<file path="config.mk">
export PLATFORM = sky130hd
export DESIGN_NAME = hrm_mmrx_rdsched_flat
export DESIGN_NICKNAME = d
export VERILOG_FILES = /design/src/rtl/hrm_mmrx_rdsched_pkg.sv /design/src/rtl/hrm_mmrx_rdsched_if.sv /design/src/rtl/hrm_rdlat_pipe.sv /design/src/rtl/hrm_mmrx_rdsched.sv /design/src/flat_wrapper.sv
export SDC_FILE = /design/constraint.sdc
export NUM_CORES = 1
export LEC_CHECK = 0
export ABC_AREA = 0
export BUFFER_PORTS_ARGS = -buffer_cell sky130_fd_sc_hd__buf_2
export CORE_MARGIN = 3
export CORE_UTILIZATION = 59
export CTS_BUF_LIST = sky130_fd_sc_hd__clkbuf_16
export CTS_CLUSTER_SIZE = 8
export DETAILED_ROUTE_END_ITERATION = 6
export GPL_TIMING_DRIVEN = 1
export PLACE_DENSITY_LB_ADDON = 0.25
export SYNTH_ARGS = -nofsm -noshare
export SYNTH_HDL_FRONTEND = slang
export SYNTH_HIERARCHICAL = 1
export SYNTH_SLANG_ARGS = --single-unit
</file>
<file path="constraint.sdc">
create_clock -name clk_100m -period 2.9 [get_ports clk_100m]
set_clock_uncertainty 0.1 [all_clocks]
set_input_delay 0.58 -clock clk_100m [delete_from_list [all_inputs] [get_ports clk_100m]]
set_output_delay 0.58 -clock clk_100m [all_outputs]
set_load 0.02 [all_outputs]
</file>
<file path="src/rtl/hrm_mmrx_rdsched_pkg.sv">
// Shared definitions for the MMRX read scheduler: state encoding, word-format
// bit positions and default geometry of the ping-pong read bank.
package hrm_mmrx_rdsched_pkg;

    localparam int SOP_BIT        = 17;
    localparam int EOP_BIT        = 16;
    localparam int DEF_PKT_SLOTS  = 4;
    localparam int DEF_SLOT_WORDS = 128;
    localparam int DEF_RD_LAT     = 2;

    typedef enum logic [3:0] {
        ST_IDLE,
        ST_ARM,
        ST_ARM_WAIT,
        ST_HEAD,
        ST_CHECK,
        ST_STREAM,
        ST_DRAIN,
        ST_NEXT,
        ST_DONE
    } rd_state_t;

    // Slot k starts at k*words; the geometry keeps this inside 9 bits.
    function automatic logic [8:0] slot_base(input logic [3:0] idx, input int unsigned words);
        return 9'(32'(idx) * words);
    endfunction

endpackage

</file>
<file path="src/rtl/hrm_mmrx_rdsched_if.sv">
// Buffer-read and packet-FIFO signals of the read scheduler.
interface hrm_mmrx_rdsched_if;

    logic        chn_sel;
    logic [3:0]  hrm_pkt_num;
    logic [8:0]  rd_addr;
    logic [17:0] rd_data;
    logic        out_dval;
    logic [17:0] out_data;
    logic        out_afull;

    modport master (
        output chn_sel, hrm_pkt_num, rd_addr, out_dval, out_data,
        input  rd_data, out_afull
    );

    modport slave (
        input  chn_sel, hrm_pkt_num, rd_addr, out_dval, out_data,
        output rd_data, out_afull
    );

endinterface

</file>
<file path="src/rtl/hrm_rdlat_pipe.sv">
// Tracks reads in flight through the RD_LAT-deep buffer pipeline; reads caught
// by a flush (issued past EOP) still drain but return as discarded.
module hrm_rdlat_pipe #(
    parameter int RD_LAT = 2
) (
    input  logic clk_100m,
    input  logic rst_100m,
    input  logic iss,
    input  logic flush,
    output logic ret_v,
    output logic busy
);

    logic [RD_LAT-1:0] vld_q;
    logic [RD_LAT-1:0] drop_q;

    always_ff @(posedge clk_100m) begin
        if (rst_100m) begin
            vld_q  <= '0;
            drop_q <= '0;
        end else begin
            vld_q[0]  <= iss;
            drop_q[0] <= flush;
            for (int i = 1; i < RD_LAT; i++) begin
                vld_q[i]  <= vld_q[i-1];
                drop_q[i] <= drop_q[i-1] | flush;
            end
        end
    end

    assign ret_v = vld_q[RD_LAT-1] & ~drop_q[RD_LAT-1];
    assign busy  = iss | (|vld_q);

endmodule

</file>
<file path="src/rtl/hrm_mmrx_rdsched.sv">
// Read scheduler: opens the ping-pong read channel, walks every slot of the
// latched bank and streams each SOP..EOP packet into the MCU-side FIFO.
module hrm_mmrx_rdsched
    import hrm_mmrx_rdsched_pkg::*;
#(
    parameter int PKT_SLOTS  = DEF_PKT_SLOTS,
    parameter int SLOT_WORDS = DEF_SLOT_WORDS,
    parameter int RD_LAT     = DEF_RD_LAT
) (
    input  logic               clk_100m,
    input  logic               rst_100m,
    input  logic               scan_start,
    hrm_mmrx_rdsched_if.master bus,
    output logic               scan_busy,
    output logic               scan_done,
    output logic [4:0]         pkt_cnt,
    output logic               len_err,
    output logic               overrun_err
);

    // state     | meaning
    // IDLE      | channel closed, waiting for scan_start
    // ARM       | chn_sel rising edge at slot 0
    // ARM_WAIT  | one cycle for the buffer to latch the bank
    // HEAD      | slot base on rd_addr, waiting RD_LAT
    // CHECK     | word 0 returned: SOP opens a packet, else slot empty
    // STREAM    | issue/emit packet words until EOP or slot end
    // DRAIN     | let over-issued reads retire, count the packet
    // NEXT      | advance slot or finish
    // DONE      | close channel, publish pkt_cnt, pulse scan_done

    rd_state_t   state_q, state_d;
    logic [3:0]  num_q;
    logic [8:0]  addr_q;
    logic [8:0]  off_q;
    logic [3:0]  lat_q;
    logic [4:0]  work_q;
    logic        iss_q;
    logic        dval_q;
    logic [17:0] data_q;
    logic        len_err_q;
    logic [4:0]  pkt_cnt_q;

    logic        ret_v, inflight;
    logic [8:0]  base, last;
    logic        in_stream, ret_last, eop_hit, len_hit, can_issue, sop_hit;
    logic [17:0] ret_word;

    assign base      = slot_base(num_q, SLOT_WORDS);
    assign last      = base + 9'(SLOT_WORDS - 1);
    assign in_stream = (state_q == ST_STREAM);
    assign ret_last  = (off_q == 9'(SLOT_WORDS - 1));
    assign eop_hit   = in_stream && ret_v && (bus.rd_data[EOP_BIT] || ret_last);
    assign len_hit   = in_stream && ret_v && ret_last && !bus.rd_data[EOP_BIT];
    assign can_issue = in_stream && !eop_hit && !bus.out_afull && (addr_q != last);
    assign sop_hit   = (state_q == ST_CHECK) && bus.rd_data[SOP_BIT];

    always_comb begin
        ret_word = bus.rd_data;
        if (len_hit) ret_word[EOP_BIT] = 1'b1;
    end

    hrm_rdlat_pipe #(.RD_LAT(RD_LAT)) u_pipe (
        .clk_100m (clk_100m),
        .rst_100m (rst_100m),
        .iss      (iss_q),
        .flush    (eop_hit),
        .ret_v    (ret_v),
        .busy     (inflight)
    );

    always_comb begin
        state_d     = state_q;
        scan_busy   = 1'b0;
        scan_done   = 1'b0;
        overrun_err = 1'b0;
        case (state_q)
            ST_IDLE:     if (scan_start) state_d = ST_ARM;
            ST_ARM:      state_d = ST_ARM_WAIT;
            ST_ARM_WAIT: state_d = ST_HEAD;
            ST_HEAD:     if (lat_q == 4'd0) state_d = ST_CHECK;
            ST_CHECK:    state_d = sop_hit ? ST_STREAM : ST_NEXT;
            ST_STREAM:   if (eop_hit) state_d = ST_DRAIN;
            ST_DRAIN:    if (!inflight) state_d = ST_NEXT;
            ST_NEXT:     state_d = (num_q == 4'(PKT_SLOTS - 1)) ? ST_DONE : ST_HEAD;
            ST_DONE:     state_d = ST_IDLE;
            default:     state_d = ST_IDLE;
        endcase
        scan_busy   = (state_q != ST_IDLE) && (state_q != ST_DONE);
        scan_done   = (state_q == ST_DONE);
        overrun_err = scan_start && (state_q != ST_IDLE);
    end

    always_ff @(posedge clk_100m) begin
        if (rst_100m) begin
            state_q   <= ST_IDLE;
            num_q     <= '0;
            addr_q    <= '0;
            off_q     <= '0;
            lat_q     <= '0;
            work_q    <= '0;
            iss_q     <= 1'b0;
            dval_q    <= 1'b0;
            data_q    <= '0;
            len_err_q <= 1'b0;
            pkt_cnt_q <= '0;
        end else begin
            state_q   <= state_d;
            iss_q     <= 1'b0;
            dval_q    <= 1'b0;
            len_err_q <= 1'b0;
            case (state_q)
                ST_IDLE: begin
                    num_q <= '0;
                    if (scan_start) work_q <= '0;
                end
                ST_ARM_WAIT: begin
                    addr_q <= base;
                    lat_q  <= 4'(RD_LAT - 1);
                end
                ST_HEAD: if (lat_q != 4'd0) lat_q <= lat_q - 4'd1;
                ST_CHECK: if (sop_hit) begin
                    dval_q <= 1'b1;
                    data_q <= bus.rd_data;
                    addr_q <= base + 9'd1;
                    iss_q  <= 1'b1;
                    off_q  <= 9'd1;
                end
                ST_STREAM: begin
                    if (ret_v) begin
                        dval_q    <= 1'b1;
                        data_q    <= ret_word;
                        off_q     <= off_q + 9'd1;
                        len_err_q <= len_hit;
                    end
                    if (can_issue) begin
                        addr_q <= addr_q + 9'd1;
                        iss_q  <= 1'b1;
                    end
                end
                ST_DRAIN: if (!inflight) work_q <= work_q + 5'd1;
                ST_NEXT: begin
                    if (num_q == 4'(PKT_SLOTS - 1)) begin
                        pkt_cnt_q <= work_q;
                    end else begin
                        num_q  <= num_q + 4'd1;
                        addr_q <= slot_base(num_q + 4'd1, SLOT_WORDS);
                        lat_q  <= 4'(RD_LAT - 1);
                    end
                end
                ST_DONE: begin
                    num_q  <= '0;
                    addr_q <= '0;
                end
                default: ;
            endcase
        end
    end

    assign bus.chn_sel     = scan_busy;
    assign bus.hrm_pkt_num = num_q;
    assign bus.rd_addr     = addr_q;
    assign bus.out_dval    = dval_q;
    assign bus.out_data    = data_q;
    assign len_err         = len_err_q;
    assign pkt_cnt         = pkt_cnt_q;

endmodule

</file>
<file path="src/flat_wrapper.sv">
// flat-port wrapper written by rule: the top's interface ports become plain ports
module hrm_mmrx_rdsched_flat import hrm_mmrx_rdsched_pkg::*;
#(
    parameter int PKT_SLOTS  = DEF_PKT_SLOTS,
    parameter int SLOT_WORDS = DEF_SLOT_WORDS,
    parameter int RD_LAT     = DEF_RD_LAT
)
  (clk_100m, rst_100m, scan_start, scan_busy, scan_done, pkt_cnt, len_err, overrun_err, bus_chn_sel, bus_hrm_pkt_num, bus_rd_addr, bus_out_dval, bus_out_data, bus_rd_data, bus_out_afull);
  hrm_mmrx_rdsched_if bus_i ();
  input  logic clk_100m;
  input  logic rst_100m;
  input  logic scan_start;
  output logic scan_busy;
  output logic scan_done;
  output logic [4:0] pkt_cnt;
  output logic len_err;
  output logic overrun_err;
  output wire logic [$bits(bus_i.chn_sel)-1:0] bus_chn_sel;
  output wire logic [$bits(bus_i.hrm_pkt_num)-1:0] bus_hrm_pkt_num;
  output wire logic [$bits(bus_i.rd_addr)-1:0] bus_rd_addr;
  output wire logic [$bits(bus_i.out_dval)-1:0] bus_out_dval;
  output wire logic [$bits(bus_i.out_data)-1:0] bus_out_data;
  input wire logic [$bits(bus_i.rd_data)-1:0] bus_rd_data;
  input wire logic [$bits(bus_i.out_afull)-1:0] bus_out_afull;
  assign bus_chn_sel = bus_i.chn_sel;
  assign bus_hrm_pkt_num = bus_i.hrm_pkt_num;
  assign bus_rd_addr = bus_i.rd_addr;
  assign bus_out_dval = bus_i.out_dval;
  assign bus_out_data = bus_i.out_data;
  assign bus_i.rd_data = bus_rd_data;
  assign bus_i.out_afull = bus_out_afull;
  hrm_mmrx_rdsched #(.PKT_SLOTS(PKT_SLOTS), .SLOT_WORDS(SLOT_WORDS), .RD_LAT(RD_LAT)) u_core (.clk_100m(clk_100m), .rst_100m(rst_100m), .scan_start(scan_start), .bus(bus_i), .scan_busy(scan_busy), .scan_done(scan_done), .pkt_cnt(pkt_cnt), .len_err(len_err), .overrun_err(overrun_err));
endmodule
</file>
* Yosys cells after proc, flatten, opt, wreduce, memory -nomap -nowiden
Cells that the tools add are included.
** Storage, ports and cells
- Register bits :: 65
- Input bits :: 22
- Output and inout port bits :: 42
- Word-level logic and storage cells :: 111
** Cells by class
- $add $sub $neg :: 7
- Equality and inequality tests :: 21
- Mux-type cells :: 31
- Bitwise logic cells :: 6
- Reduce and logical (&&, ||, !) cells :: 33
** Operator list (count)
- 2-to-1 mux 9 bit :: 5
- one-hot mux 9 bit (5 select lines) :: 1
- 2-to-1 mux 18 bit :: 2
- one-hot mux 18 bit (2 select lines) :: 1
- 2-to-1 mux 4 bit :: 8
- one-hot mux 4 bit (8 select lines) :: 1
- adder 9 x 1 -> 9 bit, second input constant :: 3
- one-hot mux 9 bit (2 select lines) :: 1
- equality test 4 x 3 -> 1 bit, second input constant :: 4
- equality test 4 x 2 -> 1 bit, second input constant :: 3
- one-hot mux 4 bit (3 select lines) :: 1
- logical AND 1 bit :: 10
- 2-to-1 mux 5 bit :: 2
- inequality test 2 bit, second input constant :: 5
- one-hot mux 5 bit (2 select lines) :: 1
- adder 9 x 7 -> 9 bit, second input constant :: 1
- equality test 9 x 7 -> 1 bit, second input constant :: 1
- inequality test 9 bit :: 1
- AND reduction 3 bit :: 3
- zero test 4 bit :: 2
- inequality test 2 x 1 -> 1 bit, second input constant :: 4
- one-hot mux 4 bit (2 select lines) :: 1
- AND reduction 4 bit :: 2
- nonzero test 4 bit :: 2
- 20 further kinds :: 33

* Longest topological paths before layout
Gate-level depths: netlist of run 1.
- Word-level depth :: 10
- Gate-level depth with buffers :: 7
- Gate-level depth less buffers :: 6

* By module
Netlist of run 1, hierarchy kept.
** By module, submodules not included
- hrm_mmrx_rdsched :: instances 1, cells an instance 355, area each 3042.9 µm², sequential area each 1221.2 µm²
- hrm_rdlat_pipe :: instances 1, cells an instance 10, area each 121.4 µm², sequential area each 80.1 µm²

* Worst setup path before layout of run 1
OpenSTA, ideal clock, no wires.
- Path type :: register to output
- Start point :: register u_core.state_q[1]
- End point :: output scan_done
- Data arrival time :: 1.522 ns
- Required time :: 2.220 ns
- Slack :: 0.698 ns
- Cell stages (with the launch flop) :: 6
- Path buffers :: 2
- Cells stage by stage :: dfxtp_1 -> buf_4 -> buf_2 -> nor3_1 -> inv_1 -> nor2_1
** Between the ends
- Longest elaborated chain between the ends :: 1
** RTL lines
- from (decl) :: line hrm_mmrx_rdsched.sv:32 : rd_state_t state_q, state_d;
- from (signal assigned) :: line hrm_mmrx_rdsched.sv:108 : state_q <= state_d;
- equality test 4 bit :: line hrm_mmrx_rdsched.sv:90 : scan_done = (state_q == ST_DONE);
- to (decl) :: line flat_wrapper.sv:14 : output logic scan_done;
No other way between the ends.

* Worst setup path in the final report of run 1
- Start point :: register u_core.state_q[2]
- End point :: output overrun_err
** Between the ends
- Longest elaborated chain between the ends :: 2
** RTL lines
- nonzero test 4 bit :: line hrm_mmrx_rdsched.sv:91 : overrun_err = scan_start && (state_q != ST_IDLE);
- logical AND 1 bit :: line hrm_mmrx_rdsched.sv:91
- to (decl) :: line flat_wrapper.sv:17 : output logic overrun_err;
No other way between the ends.

==> run summary, run 1 <==
After synthesis, the cell types taking the most area are sky130_fd_sc_hd__dfxtp_1 41%, sky130_fd_sc_hd__nand2_1 5.7%, sky130_fd_sc_hd__nor2_1 4.7%. The clock-pin slew on the worst setup and hold paths is 0.05 ns. Setup repair after global routing left no endpoint under its margin. The number of global-route vias before repair came out at 2748. For this run, the number of standard cells in the final layout without fillers is 502.

The clock drives 65 sinks. The static leakage is 1.561 nW. The min-delay analysis places its worst path in the category reg2reg. In this run, post-CTS repair resized a total of 0 instances. In this run the cell area of the synthesized design comes to 3164 um^2.

The count of different cell masters after synthesis is 63. The multi-input gate area in the final layout came out at 1729 um^2. The critical path buffer and inverter count came out at 2.

The first global-routing pass estimated 12960 um of wire. The starting density of the core came out at 61.56%. The final max-slew violation count was 0.

The startpoint identified for the worst register-to-register timing path is u_core/state_q[0]. The nature of the critical path startpoint is a flip-flop. The library cell contributing the largest single delay on the critical path is sky130_fd_sc_hd__nor3_1. The cell count after placement is 486. The largest total area in the synthesized netlist belongs to sky130_fd_sc_hd__dfxtp_1. The largest buffer count on any clock path is 2. In this run the number of cells on the critical path is 5.

The area occupied by registers is 1301 um^2. The most used flip-flop cell after synthesis is sky130_fd_sc_hd__dfxtp_1. The maximum vdd ir drop is 472.2 uV. The pin slew with the least headroom to its limit came out at 0.6265 ns. The synthesized netlist cell count is 365. In the final timing run, aggregate negative setup slack is 0 ns. The area share of the largest cell type after synthesis is 41.12%. The count of maximum capacitance violations is 0. After synthesis, the mean cell area works out to 8.669 um^2. The TritonCTS buffer count is 9.

TritonCTS built the clock tree. The initial antenna violation count is 0. For the worst-skew pair, the clock arrives at the later sink with an insertion delay of 0.33 ns. The most common cell in the synthesized netlist is sky130_fd_sc_hd__dfxtp_1.

The quantity of I/O buffers inserted on ports came out at 63. The post-route worst hold slack came out at 0.3539 ns. The fraction of registers with async set/reset came out at 0%. The core region area came out at 5140 um^2. For the worst flop-to-flop path, the logic depth is 5.

The layout overhead on the synthesized area came out at 20.64%. The first detailed-routing pass took 4 iterations. The detail-routed via count per cell came out at 5.689. The flow ran to the end, and the final reports show no timing, DRC or antenna violations. The synthesized design contains 0 enable-type register cells. The signal on the critical path passes through nor3_1 -> inv_1 -> nor2_1 -> nor2b_1 -> buf_2. The power per cell area is 587.5 nW/um^2.

The net count of the finished layout is 455. The maximum single-stage delay on the critical path came out at 0.57 ns. Of the available clock period, the critical path in the final layout requires 93.57%. The clock period minus worst slack came out at 2.714 ns. The detailed router placed 2856 vias in this run.

The upper clock frequency limit is 0.3685 GHz. The floorplan has 26 rows. The setup violation total in the final timing report is 0. The critical path data arrival time came out at 2.03 ns. The flip-flop and latch count after synthesis is 65.

The number of design-rule violations left by the first detailed-router iteration is 272. The root buffer cell chosen for the clock tree is sky130_fd_sc_hd__clkbuf_16. For this run, the total global-route usage over all layers was measured as 26.18%. The final worst setup slack came out at 0.1864 ns. The final routed wirelength across all metal layers is 7696 um. After clock tree synthesis, the setup repair step added 0 buffers. Cells with a size suffix above 1 make up 24.31% of the layout. The most critical setup path has its startpoint at u_core/state_q[2]. The critical path's top delay family is simple AND/OR/NAND/NOR gates.

The net count of the mapped netlist is 393. The final RePlAce weighted congestion is 0.8228. After detailed routing, the average wire length per cell comes to 15.33 um. The number of failing hold endpoints at the final stage is 0. The Yosys warning count came out at 6. Fill cells in the final layout number 417. The number of antenna diodes in the final layout is 0. Measured against its own limit, the worst slew margin works out to 58.00%. The post-placement setup slack is 0.5384 ns. The worst setup path is of the reg2out kind.

The maximum number of pins on one net before global-route repair came out at 47. The residual DRC count is 0. From bottom edge to top edge, the die measures 79.24 um. The total of hold buffers inserted after clock tree synthesis is 0. The width of the chip is 79.24 um. The final HPWL from detailed placement came out at 5214 um. The peak fanout along the critical path is 17. STA classifies the critical path endpoint as a primary output. The worst hold path was traced through 2 stages.

For this run, the register share of the synthesized area comes to 41.12%. The area enclosed by the die boundary is 6278 um^2. The startpoint identified for the worst hold timing path is u_core/bus.out_data[11]. The H-tree level count came out at 3. Measured on the finished design, the core utilization comes to 74.27%. The total I/O pin count came out at 64.

The number of antenna-violating nets in the routed design came out at 0. Ranked by instance count, the synthesized netlist is headed by 65 x sky130_fd_sc_hd__dfxtp_1, 48 x sky130_fd_sc_hd__nand2_1, 40 x sky130_fd_sc_hd__nor2_1. After global routing the overflow that remains totals 0. For the worst setup path, the data required time is 2.22 ns.
-- cells in the final DEF, fill, tap and decap left out, drive strengths merged, types with 4 or more instances in the layout --
cell,instances
clkinv,4
a21oi,25
nand4,11
nor3,17
nand2b,5
and2,6
nor2,41
nor2b,8
nor4,5
mux2i,8
nand2,48
inv,8
buf,72
a211oi,6
xor2,14
a2111oi,4
xnor2,6
dfxtp,65
clkbuf,9
ha,6
a21o,6
-- flip-flops by register name, summed over array words and instances, names as in the netlist --
name and flops:
u_core/off_q 9, u_core/lat_q 4, u_core/iss_q 1, u_core/bus.out_dval 1
u_core/bus.rd_addr 9, u_core/work_q 5, u_core/bus.out_data 18, u_core/u_pipe/drop_q 2
u_core/pkt_cnt 5, u_core/bus.hrm_pkt_num 4, u_core/u_pipe/vld_q 2, u_core/len_err 1
u_core/state_q 4
-- metrics by stage --
stage / area (um^2) / power, mW
after floorplan: 3164 / 1.153
after global placement: 3531 / 1.214
after detailed placement: 3531 / 1.221
after CTS: 3817 / 2.256
after global routing: 3817 / 2.323
final: 3817 / 2.243
-- logic make-up after synthesis --
logic type                 count (synthesis)  share of synthesized area [%]
and+or+nand+nor                          164                          26.69
AOI/OAI and AO/OA                         73                          17.52
DFF                                       65                          41.12
buffers and inverters                     29                          4.231
xor gates and xnor gates                  20                          5.536
muxes                                      8                          2.531
adders and majority gates                  6                          2.372
-- power breakdown --
group	leakage, nW	internal, mW	switching, mW
clock	0.134	0.654	0.382
sequential	0.524	0.912	0.0370
combinational	0.902	0.0979	0.160
total	1.56	1.66	0.579
-- area by class of cell --
| cell class | instances | share of cell area (%) |
|---|---|---|
| Multi-Input combinational cell | 271 | 45.30 |
| Tap cell | 70 | 2.294 |
| Sequential cell | 65 | 34.09 |
| Clock inverter | 7 | 1.606 |
| Inverter | 8 | 0.7866 |
| Clock buffer | 9 | 5.900 |
| Timing Repair Buffer | 72 | 10.03 |
-- worst paths after layout --
kind / end / slack (ns)
worst max register to register: u_core/bus.rd_addr[2] / 0.42
worst max-delay path: overrun_err / 0.19
worst min-delay path: u_core/bus.out_data[11] / 0.35
worst min register to register: u_core/bus.out_data[11] / 0.35
-- worst min-delay path, delay by kind of cell, from the launching register on --
kind / cells / cell delay, ns
flops: 1 / 0.30
compound gates: 1 / 0.05
simple gates: 1 / 0.05
-- per-layer routing --
metal  routed length, um  vias to the layer above  GRT usage [%]
met4                 150                        0          11.86
met1                3283                     1343          32.24
met3                 347                       16          6.463
met2                3914                       72          43.10
met5                   0                        -              0
li1                    -                     1425              -
No activity file was read; power rests on OpenSTA's default activity.
==> run 2: changes to the inputs <==
--- a/config.mk
+++ b/config.mk
@@ -6,12 +6,12 @@
 export NUM_CORES = 1
 export LEC_CHECK = 0
 export ABC_AREA = 0
-export BUFFER_PORTS_ARGS = -buffer_cell sky130_fd_sc_hd__buf_2
 export CORE_MARGIN = 3
-export CORE_UTILIZATION = 59
+export CORE_UTILIZATION = 60
 export CTS_BUF_LIST = sky130_fd_sc_hd__clkbuf_16
 export CTS_CLUSTER_SIZE = 8
 export DETAILED_ROUTE_END_ITERATION = 6
+export DONT_BUFFER_PORTS = 1
 export GPL_TIMING_DRIVEN = 1
 export PLACE_DENSITY_LB_ADDON = 0.25
 export SYNTH_ARGS = -nofsm -noshare
==> constraint.sdc (replaced) <==
create_clock -name clk_100m -period 2.9 [get_ports clk_100m]
set_clock_uncertainty 0.1 [all_clocks]
set_input_delay 0.145 -clock clk_100m [delete_from_list [all_inputs] [get_ports clk_100m]]
set_output_delay 0.145 -clock clk_100m [all_outputs]
set_load 0.02 [all_outputs]
==> run 2 against run 1 <==
Compared with the run above: clock power up 19%; global-route usage down 0.29 points; setup slack better by 0.31 ns; sequential share of layout area up 0.33 points; clock-buffer cell count unchanged; first-iteration DRC count down 12%; register-to-register slack better by 0.09 ns; total power up 9.2%; critical path type unchanged.
==> run summary, run 2 (same netlist as run 1, synthesis figures left out) <==
The setup TNS after final layout came out at 0 ns (unchanged). In the layout the commonest cells are 65 x sky130_fd_sc_hd__dfxtp_1, 48 x sky130_fd_sc_hd__nand2_1, 40 x sky130_fd_sc_hd__nor2_1. The maximum number of pins on one net before global-route repair came out at 55 (+17%). The routed length per instance came to 16.91 um (+10%). The critical path data arrival time was 2.16 ns (+0.13 ns). The share of the clock period used by the worst path after layout is 82.87% (-11 points). The number of diodes came out at 0 (unchanged). The pin slew with the least headroom to its limit came out at 0.6390 ns (+0.01246 ns).

The H-tree level count is 3 (unchanged). The number of global-route vias before repair is 2744 (-0.15%). The layout overhead on the synthesized area is 19.49%.

The total number of vias is 2763 (-3.3%). The sequential share of power is 38.7% (-3.6 points). The placement-stage cell area came to 3227 um^2 (-8.6%). The setup violation total in the final timing report is 0 (unchanged). The final instance count without filler cells is 458 (-8.8%). The fraction of layout instances using a drive strength above 1 came out at 12.02% (-12 points). The post-CTS resize count is 0 (unchanged). The number of design-rule violations left by the first detailed-router iteration came out at 240 (-12%). The overall power of the completed layout came out at 2.448 mW (+9.2%). The width of the chip came out at 78.62 um (-0.78%). The type of the worst setup path is reg2out. The TritonCTS buffer count came to 9 (unchanged). The detail-routed via count per cell is 6.033 (+6.0%). The largest buffer count on any clock path is 2 (unchanged). The global-route usage over all layers came out at 25.89% (-0.29 points).

The maximum vdd ir drop came out at 374.4 uV (-21%). The residual overflow from global routing came out at 0 (unchanged). The normalized max-slew margin is 57.31% (-0.69 points). The area enclosed by the die boundary is 6181 um^2 (-1.5%). The starting density of the core came out at 64.43% (+2.9 points). Clock tree synthesis selected as its root buffer the cell sky130_fd_sc_hd__clkbuf_16. The kind of path behind the tightest hold check is in2reg. The switching power is 0.5932 mW (+2.5%). The share of total power in combinational logic is 10.8% (-0.7 points).

The static leakage is 1.381 nW (-12%). Setup repair after global routing left no endpoint under its margin. The final max-slew violation count came to 0 (unchanged). The post-route standard cell area excluding fillers came out at 3781 um^2 (-0.95%). The number of antenna-violating nets in the routed design is 0 (unchanged). The first-pass GRT wire length is 12920 um (-0.32%). The peak fanout along the critical path is 14 (-3).

The initial antenna violation count was 0 (unchanged). The total number of clock tree sinks was 65 (unchanged). The internal power summed over all cells came out at 1.855 mW (+12%). The clock period minus worst slack came to 2.403 ns (-0.3103 ns). The worst setup path is launched from a flip-flop. The clock latency reported for the late side of the worst-skew pair came out at 0.32 ns (about the same). The post-route worst hold slack is 0.04317 ns (-0.3108 ns). The quantity of I/O buffers inserted on ports came out at 0 (-100%). The switching power share of the total was 24.23% (-1.6 points). The flow ran to the end, and the final reports show no timing, DRC or antenna violations. The final net count is 414 (-9.0%). The clock-pin slew on the worst setup and hold paths came to 0.06 ns (about the same). The library cell used most frequently in the layout, excluding fill and tap cells, is sky130_fd_sc_hd__dfxtp_1. The residual DRC count is 0 (unchanged). The final RePlAce weighted congestion was 0.8140 (-1.1%).

The number of failing hold endpoints at the final stage is 0 (unchanged). The final routed wirelength across all metal layers came out at 7745 um (+0.64%). The upper clock frequency limit is 0.4161 GHz (+13%). The cell count after placement came out at 422 (-13%).

The total I/O pin count came to 64 (unchanged). The number of detailed-routing iterations run before antenna repair was 4 (unchanged). The row count is 25 (-3.8%).

The final HPWL from detailed placement is 4558 um (-13%). The count of maximum capacitance violations came to 0 (unchanged). The power per cell area came out at 647.5 nW/um^2 (+10%). The core region area came to 4911 um^2 (-4.5%). The floorplan die height came out at 78.62 um (-0.78%). TritonCTS built the clock tree. The flip-flop count of the largest register after layout came out at 18 (unchanged). The share of total power in the clock network came out at 50.5% (+4.3 points). The data required time at the worst endpoint came to 2.65 ns (+0.43 ns). The type of element capturing the critical path is a primary output.
==> run 2: cell count changes in the layout (fill, tap and decap cells not counted), moves of 2 or more <==
cell and change:
sky130_fd_sc_hd__buf_4 +2, sky130_fd_sc_hd__buf_2 -63, sky130_fd_sc_hd__bufinv_16 +2, sky130_fd_sc_hd__dlygate4sd3_1 +19, sky130_fd_sc_hd__clkinv_1 -3
==> run 2: metrics by stage <==
step | worst slack, ns | util (%)
after global routing | 0.2524 | 76.99
after floorplan | 0.7946 | -
final | 0.4967 | 76.99
after CTS | 0.4867 | 76.99
after global placement | 0.6119 | 65.71
after detailed placement | 0.5783 | 65.71
==> run 2: layout make-up <==
| type | count | area, um^2 |
|---|---|---|
| Sequential cell | 65 | 1301 |
| Inverter | 8 | 30.03 |
| Fill cell | 345 | 1130 |
| Clock inverter | 7 | 118.9 |
| Multi-Input combinational cell | 271 | 1729 |
| Tap cell | 67 | 83.83 |
| Timing Repair Buffer | 31 | 292.8 |
| Clock buffer | 9 | 225.2 |
==> run 2: final timing paths <==
path / from / endpoint / slack (ns) / cells past startpoint
worst max-delay path: u_core/state_q[1] / overrun_err / 0.50 / 6
worst min-delay path: rst_100m / u_core/bus.out_data[17] / 0.04 / 2
worst max register to register: u_core/state_q[0] / u_core/lat_q[0] / 0.51 / 5
worst min register to register: u_core/u_pipe/vld_q[0] / u_core/u_pipe/vld_q[1] / 0.36 / 1
==> run 2: power by group through the flow <==
stage                     sequential (mW)  clock (mW)  combinational (mW)
final                               0.947        1.24               0.264
after floorplan                     0.952           0               0.201
after global placement              0.964           0               0.217
after CTS                           0.946        1.26               0.260
after global routing                0.951        1.29               0.290
after detailed placement            0.965           0               0.221
==> run 2: per-layer routing <==
layer,vias to the layer above,share of wire [%],GRT usage (%)
met2,96,50,44.99
met3,13,5.5,6.537
met1,1311,43,29.98
li1,1343,-,-
met4,0,1.5,11.01
met5,-,0,0
==> run 2: critical path, cell delays in order, from the launching register on <==
cell and delay [ns]:
sky130_fd_sc_hd__dfxtp_1 0.49, sky130_fd_sc_hd__buf_4 0.26, sky130_fd_sc_hd__nor3_1 0.07, sky130_fd_sc_hd__buf_4 0.17, sky130_fd_sc_hd__inv_1 0.36, sky130_fd_sc_hd__nor2_1 0.12
sky130_fd_sc_hd__nor2b_1 0.36
==> run 2: timing repair <==
action | CTS | global route
setup buffers | 0 | 0
hold buffers | 20 | 0
endpoints found under the hold margin | 57 | 0
==> run 3: changes to the inputs <==
--- a/config.mk
+++ b/config.mk
@@ -5,9 +5,9 @@
 export SDC_FILE = /design/constraint.sdc
 export NUM_CORES = 1
 export LEC_CHECK = 0
-export ABC_AREA = 0
+export ABC_AREA = 1
 export CORE_MARGIN = 3
-export CORE_UTILIZATION = 60
+export CORE_UTILIZATION = 57
 export CTS_BUF_LIST = sky130_fd_sc_hd__clkbuf_16
 export CTS_CLUSTER_SIZE = 8
 export DETAILED_ROUTE_END_ITERATION = 6
==> constraint.sdc (replaced) <==
create_clock -name clk_100m -period 2.1 [get_ports clk_100m]
set_clock_uncertainty 0.1 [all_clocks]
set_input_delay 0.105 -clock clk_100m [delete_from_list [all_inputs] [get_ports clk_100m]]
set_output_delay 0.105 -clock clk_100m [all_outputs]
set_load 0.02 [all_outputs]
==> run 3 against run 2 <==
Compared with the run above: setup slack worse by 0.37 ns; design area decreased by 1.0%; critical path type is now reg2reg; synthesized cell count grew 22%; sequential cell count did not move; area after synthesis fell by 1.5%; combinational power rose to 2.8 times the previous value; critical path depth rose by 4.
==> run summary, run 3 <==
The final max-slew violation count is 0 (unchanged). The commonest non-fill, non-tap cell in the layout is sky130_fd_sc_hd__nor2_1. The number of design-rule violations left by the first detailed-router iteration came out at 214 (-11%). The count of maximum capacitance violations came out at 0 (unchanged). The final routed wirelength across all metal layers came out at 7811 um (+0.85%).

The clock latency reported for the late side of the worst-skew pair came out at 0.32 ns (about the same). The number of antenna-violating nets in the routed design came out at 0 (unchanged). The overall power of the completed layout was 3.538 mW (+45%).

The quantity of I/O buffers inserted on ports came out at 0 (unchanged). The clock-pin slew on the worst setup and hold paths was 0.06 ns (about the same). The number of enable flip-flop cells after synthesis came to 0 (unchanged). The final net count came to 511 (+23%). The normalized max-slew margin came out at 62.56% (+5.2 points).

The final instance count without filler cells was 558 (+22%). CTS placed an instance of sky130_fd_sc_hd__clkbuf_16 at the clock tree root. The power per cell area came out at 945.5 nW/um^2 (+46%). The static leakage is 1.633 nW (+18%). The area enclosed by the die boundary is 6391 um^2 (+3.4%). The total I/O pin count was 64 (unchanged).

The net count of the mapped netlist is 475 (+21%). The summed instance area of the synthesized netlist came to 3117 um^2 (-1.5%). The biggest area contributor in the post-synthesis netlist is sky130_fd_sc_hd__dfxtp_1.

The data required time at the worst endpoint came out at 2.21 ns (-0.44 ns). The clock period minus worst slack came out at 1.970 ns. The core region area is 5205 um^2 (+6.0%).

The maximum number of pins on one net before global-route repair is 26 (-53%). STA classifies the critical path startpoint as a flip-flop. The detail-routed via count per cell came to 5.509 (-8.7%). The clock tree from TritonCTS is done.

The residual overflow from global routing is 0 (unchanged). The peak fanout along the critical path is 4 (-10). The worst hold path belongs to the class in2reg. The row count came out at 26 (+4.0%). The TritonCTS buffer count is 9 (unchanged).

The total number of clock tree sinks is 65 (unchanged). The post-route worst hold slack is 0.03021 ns (-0.01296 ns). The critical path data arrival time was 2.08 ns (-0.08 ns). The number of failing hold endpoints at the final stage came out at 0 (unchanged). The largest buffer count on any clock path came out at 2 (unchanged). The residual DRC count came out at 0 (unchanged).

The global-route usage over all layers was 25.67% (-0.22 points). The flip-flop and latch count after synthesis came out at 65 (unchanged). The post-route standard cell area excluding fillers is 3742 um^2 (-1.0%). The fraction of registers with async set/reset is 0% (unchanged). In the synthesized netlist the dominant register cell turns out to be sky130_fd_sc_hd__dfxtp_1. The routed length per instance was 14.00 um (-17%). The mean instance size in the synthesized netlist is 6.973 um^2 (-20%). The width of the chip came out at 79.95 um (+1.7%). The total number of vias is 3074 (+11%). The run finished with clean final reports. The H-tree level count is 3 (unchanged). The type of element capturing the critical path is a flip-flop. The area share of the largest cell type after synthesis came out at 41.75% (+0.63 points).

The placement-stage cell area is 3251 um^2 (+0.74%). The library cells used most frequently in the layout, excluding fill and tap cells, are 84 x sky130_fd_sc_hd__nor2_1, 80 x sky130_fd_sc_hd__nand2_1, 65 x sky130_fd_sc_hd__dfxtp_1. The layout overhead on the synthesized area is 20.07%. The count of different cell masters after synthesis came to 38 (-40%).

The number of inserted filler cells in the final layout is 406 (+18%). The share of the clock period used by the worst path after layout is 93.82%. The pin slew with the least headroom to its limit is 0.5597 ns (-0.07923 ns). The synthesized netlist cell count was 447 (+22%). The fraction of layout instances using a drive strength above 1 was 11.48% (-0.55 points). The cell count after placement is 522 (+24%).

The maximum vdd ir drop came to 672.0 uV (+79%). The floorplan die height came out at 79.95 um (+1.7%). The first-pass GRT wire length came out at 12850 um (-0.53%).

The critical path is of the reg2reg type. The upper clock frequency limit came out at 0.5075 GHz. In the post-synthesis netlist, the biggest area contributors are sky130_fd_sc_hd__dfxtp_1 42%, sky130_fd_sc_hd__nor2_1 10%, sky130_fd_sc_hd__nand2_1 9.8%. The starting density of the core came out at 59.88% (-4.6 points). The initial antenna violation count is 0 (unchanged). Ranked by instance count, the synthesized netlist is headed by 84 x sky130_fd_sc_hd__nor2_1, 81 x sky130_fd_sc_hd__nand2_1, 65 x sky130_fd_sc_hd__dfxtp_1.

The setup violation total in the final timing report is 0 (unchanged). The Yosys warning count came to 6 (unchanged). sky130_fd_sc_hd__nor2_1 is the most common cell in the netlist. The number of detailed-routing iterations run before antenna repair came out at 4 (unchanged).

The final RePlAce weighted congestion came out at 0.8989 (+10%). The flip-flop count of the largest register after layout is 18 (unchanged). The number of global-route vias before repair came out at 2850 (+3.9%). The proportion of synthesized chip area in sequential cells came out at 41.75% (+0.63 points). The final HPWL from detailed placement is 5016 um (+10%). The number of diodes was 0 (unchanged).
run 3: cell types whose count changed after synthesis, moves of 13 or more:
cell,delta
sky130_fd_sc_hd__nand2_1,+33
sky130_fd_sc_hd__nor2_1,+44
sky130_fd_sc_hd__o21ai_0,+35
sky130_fd_sc_hd__inv_1,+43
sky130_fd_sc_hd__nand3_1,+22
sky130_fd_sc_hd__xor2_1,-13
run 3: timing repair:
item                                    4_1_cts  5_1_grt
setup buffers                                 0        0
gates resized for setup                       0        2
endpoints found under the setup margin        0        2
hold endpoints to repair                     32        0
hold buffers                                 20        0
run 3: cell type report:
| type | instances | area, um^2 | share of cell area, % |
|---|---|---|---|
| Clock buffer | 9 | 225.2 | 6.018 |
| Clock inverter | 7 | 55.05 | 1.471 |
| Inverter | 55 | 206.4 | 5.517 |
| Multi-Input combinational cell | 315 | 1539 | 41.12 |
| Sequential cell | 65 | 1301 | 34.77 |
| Tap cell | 70 | 87.58 | 2.340 |
| Timing Repair Buffer | 37 | 327.8 | 8.760 |
run 3: worst max-delay path, cell delays in order, from the launching register on:
cell                       delay, ns
sky130_fd_sc_hd__dfxtp_1        0.37
sky130_fd_sc_hd__ha_1           0.20
sky130_fd_sc_hd__nand3_1        0.10
sky130_fd_sc_hd__nor2_1         0.19
sky130_fd_sc_hd__nand2_1        0.16
sky130_fd_sc_hd__nor2_1         0.14
sky130_fd_sc_hd__inv_1          0.10
sky130_fd_sc_hd__o211ai_1       0.18
sky130_fd_sc_hd__nand2_1        0.13
sky130_fd_sc_hd__o21ai_1        0.15
sky130_fd_sc_hd__nor2_1         0.05
run 3: kinds of logic (layout without fill, tap and decap cells):
logic type,Yosys count,after routing,share of synthesized area [%]
xor gates and xnor gates,1,1,0.2811
DFF,65,65,41.75
and+or+nand+nor,227,227,31.55
buffers and inverters,67,108,9.233
adders and majority gates,6,6,2.409
AOI/OAI and AO/OA,81,81,14.77
run 3: routing by layer:
layer / global-route usage (%) / routed length, um
met2: 44.12 / 3976
met5: 0 / 0
met1: 30.06 / 3227
met3: 6.998 / 490
met4: 10.14 / 116
run 3: power breakdown:
group	switching, mW	total (mW)	internal [mW]
clock network	0.566	1.37	0.807
registers	0.104	1.43	1.32
logic	0.478	0.738	0.260
run 3: path summary, 6_finish.rpt:
path / from / to / slack (ns) / cells past startpoint
max: u_core/off_q[0] / u_core/state_q[0] / 0.13 / 10
min: scan_start / u_core/state_q[0] / 0.03 / 4
max reg2reg: u_core/off_q[0] / u_core/state_q[0] / 0.13 / 10
min reg2reg: u_core/u_pipe/drop_q[0] / u_core/u_pipe/drop_q[1] / 0.33 / 2
run 3: metrics by stage:
step	worst slack, ns	TNS (ns)	util [%]
after floorplan	0.1747	0	-
after global placement	0.2262	0	62.45
after global routing	-0.03823	-0.03823	71.90
after CTS	0.1565	0	71.68
final	0.1297	0	71.90
after detailed placement	0.1672	0	62.45
